**src/rtl/jstk_pkg.sv**
```systemverilog
// Shared definitions for the PmodJSTK decoder: FSM encoding, dir bit indices,
// packet field positions and the LED command base.
package jstk_pkg;

  typedef enum logic [2:0] {
    IDLE,
    REQ,
    WAIT_A,
    WAIT_B,
    CHECK,
    DECODE
  } state_t;

  localparam int DIR_UP    = 3;
  localparam int DIR_DOWN  = 2;
  localparam int DIR_LEFT  = 1;
  localparam int DIR_RIGHT = 0;

  localparam int PKT_W   = 40;
  localparam int X_LO_HI = 39;
  localparam int X_LO_LO = 32;
  localparam int X_HI_HI = 25;
  localparam int X_HI_LO = 24;
  localparam int Y_LO_HI = 23;
  localparam int Y_LO_LO = 16;
  localparam int Y_HI_HI = 9;
  localparam int Y_HI_LO = 8;
  localparam int BTN_T0  = 1;
  localparam int BTN_T1  = 2;

  localparam logic [7:0] CMD_BASE = 8'h80;

  typedef logic [PKT_W-1:0] pkt_t;

  typedef struct packed {
    logic [9:0] x;
    logic [9:0] y;
    logic       trig;
  } sample_t;

  // Stick press (bit 0) is deliberately not part of the trigger.
  function automatic sample_t pkt_decode(input pkt_t p);
    sample_t s;
    s.x    = {p[X_HI_HI:X_HI_LO], p[X_LO_HI:X_LO_LO]};
    s.y    = {p[Y_HI_HI:Y_HI_LO], p[Y_LO_HI:Y_LO_LO]};
    s.trig = p[BTN_T0] | p[BTN_T1];
    return s;
  endfunction

endpackage

```
**src/rtl/jstk_axis_dir.sv**
```systemverilog
// Combinational dominant-direction decode: offsets from centre, deadzone,
// larger-magnitude axis wins with X taking ties.
module jstk_axis_dir
  import jstk_pkg::*;
#(
  parameter int CENTER   = 512,
  parameter int DEADZONE = 100
) (
  input  logic [9:0] x,
  input  logic [9:0] y,
  output logic [3:0] dir
);

  logic signed [10:0] dx, dy;
  logic        [10:0] ax, ay;

  assign dx = signed'({1'b0, x} - 11'(CENTER));
  assign dy = signed'({1'b0, y} - 11'(CENTER));
  // |-512| = 512 still fits the unsigned 11-bit magnitude.
  assign ax = dx[10] ? 11'(-dx) : 11'(dx);
  assign ay = dy[10] ? 11'(-dy) : 11'(dy);

  always_comb begin
    dir = '0;
    if (!(ax <= 11'(DEADZONE) && ay <= 11'(DEADZONE))) begin
      if (ax >= ay) begin
        if (dx[10]) dir[DIR_LEFT]  = 1'b1;
        else        dir[DIR_RIGHT] = 1'b1;
      end else begin
        if (dy[10]) dir[DIR_DOWN]  = 1'b1;
        else        dir[DIR_UP]    = 1'b1;
      end
    end
  end

endmodule

```
**src/rtl/jstk_decoder.sv**
```systemverilog
// PmodJSTK poll sequencer, stability-checked capture and decode to X/Y/dir/fire.
// Optional LED feedback on led_cmd under `define JSTK_LED_FEEDBACK_EN.
module jstk_decoder
  import jstk_pkg::*;
#(
  parameter int POLL_PERIOD = 650000,
  parameter int REQ_HOLD    = 2000,
  parameter int SETTLE      = 1000,
  parameter int MAX_RETRY   = 3,
  parameter int CENTER      = 512,
  parameter int DEADZONE    = 100,
  parameter int COOLDOWN    = 25
) (
  input  logic        clk,
  input  logic        rst,
  input  logic [39:0] jstk_data,
  output logic        poll,
  output logic [7:0]  led_cmd,
  output logic [9:0]  x_pos,
  output logic [9:0]  y_pos,
  output logic [3:0]  dir,
  output logic        fire,
  output logic        valid,
  output logic        sample_err
);

  localparam int CNT_MAX = (POLL_PERIOD > REQ_HOLD)
                         ? ((POLL_PERIOD > SETTLE) ? POLL_PERIOD : SETTLE)
                         : ((REQ_HOLD > SETTLE) ? REQ_HOLD : SETTLE);
  localparam int CNT_W = $clog2(CNT_MAX + 1);
  localparam int RTY_W = $clog2(MAX_RETRY + 1);
  localparam int CD_W  = (COOLDOWN > 0) ? $clog2(COOLDOWN + 1) : 1;

  state_t            state, state_nxt;
  logic [CNT_W-1:0]  cnt, cnt_lim;
  logic              cnt_done;
  pkt_t              sync1, sync2, snap_a, snap_b;
  logic [RTY_W-1:0]  retry;
  logic [CD_W-1:0]   cd, cd_nxt;
  logic              btn_prev, fire_nxt;
  sample_t           smp;
  logic [3:0]        dir_dec;

  // Packet comes from the divided serial-clock domain.
  always_ff @(posedge clk or posedge rst) begin
    if (rst) begin
      sync1 <= '0;
      sync2 <= '0;
    end else begin
      sync1 <= jstk_data;
      sync2 <= sync1;
    end
  end

  assign smp = pkt_decode(snap_b);

  jstk_axis_dir #(
    .CENTER   (CENTER),
    .DEADZONE (DEADZONE)
  ) u_axis_dir (
    .x   (smp.x),
    .y   (smp.y),
    .dir (dir_dec)
  );

  always_ff @(posedge clk or posedge rst) begin
    if (rst) state <= IDLE;
    else     state <= state_nxt;
  end

  always_comb begin
    state_nxt = state;
    cnt_lim   = '0;
    case (state)
      IDLE:   cnt_lim = CNT_W'(POLL_PERIOD - 1);
      REQ:    cnt_lim = CNT_W'(REQ_HOLD - 1);
      WAIT_A: cnt_lim = CNT_W'(SETTLE - 1);
      WAIT_B: cnt_lim = CNT_W'(SETTLE - 1);
      default: cnt_lim = '0;
    endcase
    cnt_done = (cnt == cnt_lim);
    case (state)
      IDLE:   if (cnt_done) state_nxt = REQ;
      REQ:    if (cnt_done) state_nxt = WAIT_A;
      WAIT_A: if (cnt_done) state_nxt = WAIT_B;
      WAIT_B: if (cnt_done) state_nxt = CHECK;
      CHECK: begin
        if (snap_a == snap_b)                 state_nxt = DECODE;
        else if (retry < RTY_W'(MAX_RETRY))   state_nxt = WAIT_A;
        else                                  state_nxt = IDLE;
      end
      DECODE:  state_nxt = IDLE;
      default: state_nxt = IDLE;
    endcase
  end

  // Held button never re-fires: history updates even when an edge is discarded.
  always_comb begin
    fire_nxt = smp.trig && !btn_prev && (cd == '0);
    if (fire_nxt)        cd_nxt = CD_W'(COOLDOWN);
    else if (cd != '0)   cd_nxt = cd - 1'b1;
    else                 cd_nxt = cd;
  end

  assign poll = (state == REQ);

  always_ff @(posedge clk or posedge rst) begin
    if (rst) begin
      cnt        <= '0;
      snap_a     <= '0;
      snap_b     <= '0;
      retry      <= '0;
      cd         <= '0;
      btn_prev   <= 1'b0;
      x_pos      <= 10'(CENTER);
      y_pos      <= 10'(CENTER);
      dir        <= '0;
      fire       <= 1'b0;
      valid      <= 1'b0;
      sample_err <= 1'b0;
    end else begin
      valid      <= 1'b0;
      fire       <= 1'b0;
      sample_err <= 1'b0;
      cnt        <= (state_nxt != state) ? '0 : cnt + 1'b1;
      case (state)
        WAIT_A: if (cnt_done) snap_a <= sync2;
        WAIT_B: if (cnt_done) snap_b <= sync2;
        CHECK: begin
          if (snap_a == snap_b) begin
            retry <= '0;
          end else if (retry < RTY_W'(MAX_RETRY)) begin
            retry <= retry + 1'b1;
          end else begin
            retry      <= '0;
            sample_err <= 1'b1;
          end
        end
        DECODE: begin
          x_pos    <= smp.x;
          y_pos    <= smp.y;
          dir      <= dir_dec;
          valid    <= 1'b1;
          fire     <= fire_nxt;
          cd       <= cd_nxt;
          btn_prev <= smp.trig;
        end
        default: ;
      endcase
    end
  end

`ifdef JSTK_LED_FEEDBACK_EN
  // LED2 mirrors the trigger, LED1 lit while the fire cooldown runs.
  always_ff @(posedge clk or posedge rst) begin
    if (rst)                  led_cmd <= CMD_BASE;
    else if (state == DECODE) led_cmd <= {CMD_BASE[7:2], smp.trig, cd_nxt != '0};
  end
`else
  assign led_cmd = CMD_BASE;
`endif

endmodule

```
**config.mk**
```make
export PLATFORM = sky130hd
export DESIGN_NAME = jstk_decoder
export DESIGN_NICKNAME = d
export VERILOG_FILES = /design/src/rtl/jstk_pkg.sv /design/src/rtl/jstk_axis_dir.sv /design/src/rtl/jstk_decoder.sv
export SDC_FILE = /design/constraint.sdc
export NUM_CORES = 1
export LEC_CHECK = 0
export ABC_CLOCK_PERIOD_IN_PS = 7600
export BUFFER_PORTS_ARGS = -buffer_cell sky130_fd_sc_hd__buf_4
export CORE_MARGIN = 5
export CORE_UTILIZATION = 25
export DETAILED_ROUTE_END_ITERATION = 10
export PLACE_DENSITY = 0.48
export SYNTH_ARGS = -nofsm -noshare
export SYNTH_HDL_FRONTEND = slang
export SYNTH_HIERARCHICAL = 1
export SYNTH_SLANG_ARGS = --single-unit
export TNS_END_PERCENT = 100
```
**constraint.sdc**
```tcl
create_clock -name clk -period 7.6 [get_ports clk]
set_input_delay 0.38 -clock clk [delete_from_list [all_inputs] [get_ports clk]]
set_output_delay 0.38 -clock clk [all_outputs]
set_load 0.05 [all_outputs]
```
==> impl_metrics.toml, run 1 <==
[status]
status = "complete, no violations"

[timing]
min_period_ns = 3.265
fin_tns_setup_ns = 0
setup_viol = 0
period_share = 0.4296
worstMarginPinSlew_ns = 1.105
fmax_mhz = 306.3
hold_violations = 0
slew_viol_final = 0
rsz0062_at_grt = "no"
finalClockSkew_ns = 0.01558
slew_headroom = 0.2615

[yosys]
ys_ff_latch = 218
netlist_top_cells_count = "dfrtp_1 (216), nand2_1 (91), mux2_4 (81)"
synth_cell_types = 59
netlist_top_cells_area = "dfrtp_1 (57%), mux2_4 (13%), xnor2_1 (4.3%)"
yosysTopAreaCell = "dfrtp_1"
ys.flop_type = "dfrtp_1"
syn_inst = 733
yosysTopAreaCellShare = 0.5678
yosysWarnings = 6
synthesis.area_sq_um = 9519
avgSynthCellArea_sq_um = 12.99
yosysSeqAreaShare = 0.5733
synth_edf_count = 0
yosysMostFrequentCell = "dfrtp_1"
async_flop_share = 1.000

[place]
portBuffers = 69
gp_congestion = 0.7318
dp_hpwl_um = 13450

[clocking]
cts.repair.resized = 0
cts_made_buffers = 25
clk_latency_ns = 0.52
cts_tree = "done"
clkTransAtPathRegs_ns = 0.06
clockBufferDepth = 3
cts_hold_buf = 41
cts-root-buf = "clkbuf_16"
clock-sinks = 218
h-tree-depth = 1
cts_setup_buffers = 0

[floorplanning]
dieArea_sq_um = 42080
rows = 71
die_w_um = 205.1
dieHeight_um = 205.1
num_io_pins = 78
initial_core_util = 0.2527
core_region_area_sq_um = 37670

[critical_path]
reg2reg_from = "snap_b[32]"
required_ns = 8.00
r2r_end = "dir[3]"
slowest_delay_ns = 0.60
crit_type = "register to register"
worst-path-buf-inv = 1
cp_data_arrival_time_ns = 3.67
r2r_slack_ns = 4.34
crit_path_end_kind = "register"
cp_slowest_cell = "nor3b_1"
worstPathMaxFanout = 6
path_common_cell = "nand2_1"
r2r_cells = 14
cp_cell_sequence = "inv_1 > ha_1 > nor3b_1 > a21oi_1 > xnor2_1 > ha_1 > nand2_1 > nor3_1 > a21oi_1 > o31ai_1 > nor2_1 > and3b_1 > nand2_1 > nand2_1"
cp-start-kind = "register"
crit_family = "simple AND/OR/NAND/NOR gates"

[final_layout]
drive_above_1_share = 0.2488
synthToLayoutAreaGrowth_pct = 22.25
n_antenna_cell = 0
num-nets-final = 901

[power]
p_total_mw = 2.527
p_seq_frac = 0.473
p_clk_frac = 0.500
p_per_area_nw_per_um2 = 217.1
peakVddDrop_mv = 0.1663
p_leak_nw = 5.381
internal_power_mw = 2.015
pwr-share-comb = 0.027
p_sw_frac = 0.2026
power_switching_uw = 511.9

[hold_path]
whs_path_depth = 0
hold_path_startpoint = "sync1[37]"
hold_end = "sync2[37]"
hp-class = "register to register"

[detailed_routing]
drt_iter0_drc = 224
drc = 0
firstDrtPassIters = 4
routed_wl_um = 19690
vias_per_cell = 4.058
via_count = 5564
wl_per_cell_um = 14.36
ant_nets = 0

[global_routing]
grt_max_degree = 77
gr-total-overflow = 0
grt_pass1_vias = 5921
grt_use_total = 0.09622
antenna_found_initial = 0
grt_pass1_wl_um = 32720

[flow_run]
max-cap-violations = 0
-- cell type report --
cell class | count | area, sq um
fill | 3880 | 26030
sequential | 218 | 5458
multi-input combinational | 470 | 3651
timing repair buffer | 114 | 958.4
clock buffer | 34 | 689.4
tap | 511 | 639.4
clock inverter | 10 | 181.4
inverter | 14 | 60.06
-- per-stage QoR --
| stage | worst slack (ns) | utilization | area (sq um) | cells | hold WS [ns] |
|---|---|---|---|---|---|
| 2_1_floorplan | 1.259 | - | 9542 | 739 | 0.3312 |
| 3_3_place_gp | 4.486 | 0.2749 | 10360 | 1286 | 0.3311 |
| 3_5_place_dp | 4.362 | 0.2749 | 10360 | 1286 | 0.3347 |
| 4_1_cts | 4.349 | 0.3090 | 11640 | 1371 | 0.3343 |
| 5_1_grt | 3.968 | 0.3090 | 11640 | 1371 | 0.3511 |
| 6_report | 4.335 | 0.3090 | 11640 | 1371 | 0.3348 |
-- metal layers --
| layer | vias to the layer above | share of wire | track usage |
|---|---|---|---|
| met5 | - | 0 | 0 |
| met4 | 0 | 0.022 | 0.02536 |
| met3 | 26 | 0.035 | 0.01726 |
| met2 | 77 | 0.48 | 0.1562 |
| met1 | 2763 | 0.46 | 0.1331 |
| li1 | 2698 | - | - |
-- worst max-delay path by stage --
stage / startpoint / to / cells past startpoint
2_1_floorplan: rst / btn_prev / 1
3_3_place_gp: snap_b[32] / dir[3] / 14
3_5_place_dp: snap_b[32] / dir[3] / 14
4_1_cts: snap_b[32] / dir[3] / 14
5_1_grt: snap_b[32] / dir[3] / 14
6_report: snap_b[32] / dir[3] / 14
-- sequential cells by signal, summed over array words and instances (netlist names) --
register / count
retry: 2
state: 3
snap_a: 40
sample_err: 1
sync2: 40
x_pos: 10
btn_prev: 1
dir: 4
fire: 1
y_pos: 10
sync1: 40
cnt: 20
valid: 1
cd: 5
snap_b: 40
-- power by group through the flow --
stage,Clock [mW],Combinational [mW],Sequential [mW]
final,1.26,0.0692,1.19
after global routing,1.35,0.0796,1.20
after CTS,1.31,0.0730,1.19
after detailed placement,0,0.0557,1.22
after global placement,0,0.0553,1.22
after floorplan,0,0.0322,1.21
-- worst register-to-register path: stages (launching register included) --
cell and delay (ns):
dfrtp_1 0.44, inv_1 0.13, ha_1 0.25, nor3b_1 0.60, a21oi_1 0.17, xnor2_1 0.16, ha_1 0.30, nand2_1 0.08
nor3_1 0.19, a21oi_1 0.12, o31ai_1 0.32, nor2_1 0.11, and3b_1 0.17, nand2_1 0.05, nand2_1 0.06
-- placed cells by master (no fill, tap or decap), drive strengths merged, types with 4 or more instances in the layout --
| cell type | Yosys | routed |
|---|---|---|
| bufinv | 0 | 5 |
| nor3 | 18 | 18 |
| clkbuf | 10 | 34 |
| inv | 14 | 15 |
| nor2 | 50 | 50 |
| a31oi | 6 | 6 |
| nand2 | 91 | 91 |
| ha | 16 | 16 |
| nand4 | 15 | 15 |
| and3 | 4 | 4 |
| buf | 26 | 73 |
| conb | 4 | 10 |
| nor4 | 14 | 14 |
| a21oi | 14 | 14 |
| o21ai | 12 | 12 |
| dlygate4sd3 | 0 | 41 |
| xnor2 | 47 | 47 |
| mux2 | 82 | 82 |
| nand3 | 11 | 11 |
| xor2 | 26 | 26 |
| dfrtp | 216 | 216 |
-- cell families after synthesis --
group,Yosys count,synth area share
other,4,0.001577
DFF,218,0.5733
xor gates and xnor gates,73,0.06717
adders and majority gates,16,0.02103
buffers and inverters,51,0.04574
and+or+nand+nor,233,0.1221
muxes,85,0.1321
AOI/OAI and AO/OA,53,0.03694
(Power assumes the default switching activity.)
==> run 2, diff against run 1 <==
--- a/config.mk
+++ b/config.mk
@@ -5,12 +5,13 @@
 export SDC_FILE = /design/constraint.sdc
 export NUM_CORES = 1
 export LEC_CHECK = 0
-export ABC_CLOCK_PERIOD_IN_PS = 7600
+export ABC_AREA = 1
+export ABC_CLOCK_PERIOD_IN_PS = 2800
 export BUFFER_PORTS_ARGS = -buffer_cell sky130_fd_sc_hd__buf_4
 export CORE_MARGIN = 5
 export CORE_UTILIZATION = 25
 export DETAILED_ROUTE_END_ITERATION = 10
-export PLACE_DENSITY = 0.48
+export PLACE_DENSITY = 0.49
 export SYNTH_ARGS = -nofsm -noshare
 export SYNTH_HDL_FRONTEND = slang
 export SYNTH_HIERARCHICAL = 1
==> constraint.sdc (replaced) <==
create_clock -name clk -period 2.8 [get_ports clk]
set_input_delay 0.14 -clock clk [delete_from_list [all_inputs] [get_ports clk]]
set_output_delay 0.14 -clock clk [all_outputs]
set_load 0.05 [all_outputs]
==> run 2 against run 1 <==
Worst setup slack lost 4.0 ns. Global-route usage increased by 1.5 points. Via count grew 40%. Design area up 9.6%. Non-clock buffer count rose by 13. Largest cell class unchanged. Sequential share of layout area is 4.1 points lower. Die area up 7.6%. Synthesized cell count is 68% higher. Highest routed layer unchanged. Routed wire length up 25%. Sequential power rose to 2.7 times the previous value. Clock power rose to 3.0 times the previous value. Power increased to 2.9 times the previous value.
==> impl_metrics.toml, run 2 <==
[status]
status = "complete, no violations"

[yosys]
synth-xor-area-share = 0.03921
synth_edf_count = 0
async_flop_share = 1.000
synthesis.area_sq_um = 10280
synth.mux.area_fraction = 0
yosysMostFrequentCell = "nand2_1"
netlist_top_cells_count = "nand2_1 (350), dfrtp_1 (216), inv_1 (202)"
synth_top_family_by_area = "simple AND/OR/NAND/NOR gates"
synthSimpleGateAreaFrac = 0.2528
ys.flop_type = "dfrtp_1"
yosysTopAreaCell = "dfrtp_1"
syn_inst = 1230
synthAdderAreaFrac = 0.01948
yosysTopAreaCellShare = 0.5260
synth_cell_types = 36
avgSynthCellArea_sq_um = 8.355
yosysWarnings = 6
netlist_top_cells_area = "dfrtp_1 (53%), nand2_1 (13%), inv_1 (7.4%)"
yosysSeqAreaShare = 0.5311
ys_ff_latch = 218
synth_compound_area_frac = 0.04639

[place]
gp_congestion = 0.8431
place_ws_ns = 0.2174
dp_hpwl_um = 17450
portBuffers = 69
dp_cells = 1802

[critical_path]
worst-path-buf-inv = 2
cp_slowest_cell = "dfrtp_1"
cp_data_arrival_time_ns = 2.94
r2r_cells = 21
path_common_cell = "nand2_1"
required_ns = 3.25
r2r_slack_ns = 0.31
reg2reg_from = "snap_b[32]"
cp-start-kind = "register"
cp_cell_sequence = "inv_2 > ha_1 > inv_1 > nor2_2 > nand3_1 > nand2_1 > nand2_1 > nand2_1 > ha_4 > a21o_1 > nor2_1 > nand2_1 > nor2_2 > nor2_1 > nand2_1 > nand2_1 > nand2_1 > nand2_1 > nor2_1 > nand2_1 > nand2_1"
crit_type = "register to register"
r2r_end = "dir[2]"
crit_family = "simple AND/OR/NAND/NOR gates"
slowest_delay_ns = 0.41
crit_path_end_kind = "register"
worstPathMaxFanout = 4

[timing]
setup_ws_ns = 0.3101
min_period_ns = 2.490
fmax_mhz = 401.6
setup_viol = 0
fin_tns_setup_ns = 0
finalClockSkew_ns = 0.01347
worstMarginPinSlew_ns = 0.5125
hold_violations = 0
period_share = 0.8892
rsz0062_at_grt = "no"
slew_viol_final = 0
slew_headroom = 0.6584

[detailed_routing]
wl_met1_um = 11490
vias_per_cell = 4.101
drt_iter0_drc = 375
ant_nets = 0
routed_wl_um = 24600
via_count = 7763
wl_met3_um = 1032
wl_met2_um = 11660
firstDrtPassIters = 5
wl_per_cell_um = 13.00
dr.max_layer_used = "met4"
drc = 0

[global_routing]
antenna_found_initial = 0
gr-total-overflow = 0
grt_pass1_wl_um = 41470
grt_use_total = 0.1107
grt_pass1_vias = 7855
grt_max_degree = 63

[final_layout]
mostFrequentLayoutCell = "nand2_1"
num-nets-final = 1399
n_antenna_cell = 0
layout.cells.most_common_list = "nand2_1 (350), dfrtp_1 (216), inv_1 (198), nor2_1 (89), buf_4 (80)"
final_cells = 1893
drive_above_1_share = 0.1308
synthToLayoutAreaGrowth_pct = 24.17

[power]
peakVddDrop_mv = 0.3120
p_leak_nw = 6.569
p_per_area_nw_per_um2 = 567.1

[floorplanning]
core_region_area_sq_um = 40740
die_w_um = 212.7
dieArea_sq_um = 45260
num_io_pins = 78
dieHeight_um = 212.7
initial_core_util = 0.2522
rows = 74

[hold_path]
hp-class = "input port to asynchronous set/reset pin"

[clocking]
clock-sinks = 218
cts_made_buffers = 26
h-tree-depth = 1
clkTransAtPathRegs_ns = 0.06
clk_latency_ns = 0.52
clockBufferDepth = 3
cts-root-buf = "clkbuf_16"
cts_tree = "done"

[flow_run]
max-cap-violations = 0
## run 2: cell count changes in the layout (fill, tap and decap cells not counted), moves of 21 or more
cell	change
nand2_1	+259
inv_1	+185
mux2_4	-81
o21ai_1	+42
nand4_1	+39
nor2_1	+39
nand3_1	+34
o21ai_0	+28
xnor2_1	-21
## run 2: area by class of cell
type / instances / area, sq um
inverters: 210 / 794.5
clock buffers: 29 / 693.2
multi-input cells: 758 / 3732
repair buffers: 127 / 1131
flip-flops and latches: 218 / 5458
fillers: 4310 / 27980
well taps: 532 / 665.6
clock inverters: 19 / 285.3
## run 2: stage by stage
step	total power [mW]	hold slack (ns)	instance area (sq um)	util
after floorplan	3.378	0.1714	10300	-
after global placement	3.468	0.2062	11340	0.2784
after detailed placement	3.470	0.2091	11340	0.2784
after CTS	7.372	0.2047	12730	0.3125
after global routing	7.520	0.2212	12760	0.3132
final	7.236	0.2042	12760	0.3132
## run 2: power by group
part	switching (mW)	leakage [nW]	internal [mW]	total [mW]
Sequential	0.0168	2.82	3.21	3.23
Combinational	0.130	3.27	0.0912	0.221
Clock	1.36	0.476	2.43	3.79
## run 2: layer usage
layer,global-route usage,vias to the layer above
li1,-,3992
met1,0.1524,3628
met2,0.1854,114
met3,0.01734,29
met4,0.02472,0
met5,0,-
## run 2: worst min-delay path: stages
cell and delay (ns):
dlygate4sd3_1 0.53, buf_4 0.14, clkinvlp_4 0.34
## run 2: cells by family (layout without fill, tap and decap cells)
group                      Yosys count  count (layout)
DFF                                218             218
buffers and inverters              260             385
other                                4              10
xor gates and xnor gates            46              46
and+or+nand+nor                    593             593
AOI/OAI and AO/OA                   93              93
adders and majority gates           16              16
## run 2: how the worst max path moves through the flow
| stage | startpoint | endpoint | slack [ns] | cells after the start |
|---|---|---|---|---|
| 2_1_floorplan | rst | btn_prev | -0.18 | 1 |
| 3_3_place_gp | snap_b[32] | dir[3] | 0.27 | 20 |
| 3_5_place_dp | snap_b[32] | dir[2] | 0.22 | 20 |
| 4_1_cts | snap_b[32] | dir[2] | 0.20 | 20 |
| 5_1_grt | snap_b[32] | dir[2] | 0.02 | 21 |
| 6_report | snap_b[32] | dir[2] | 0.31 | 21 |
## run 2: repair_timing
item	in CTS	in global routing
hold endpoints to repair	52	0
buffers inserted	0	2
hold buffers	41	0
endpoints found under the setup margin	0	3
gates resized for setup	0	5
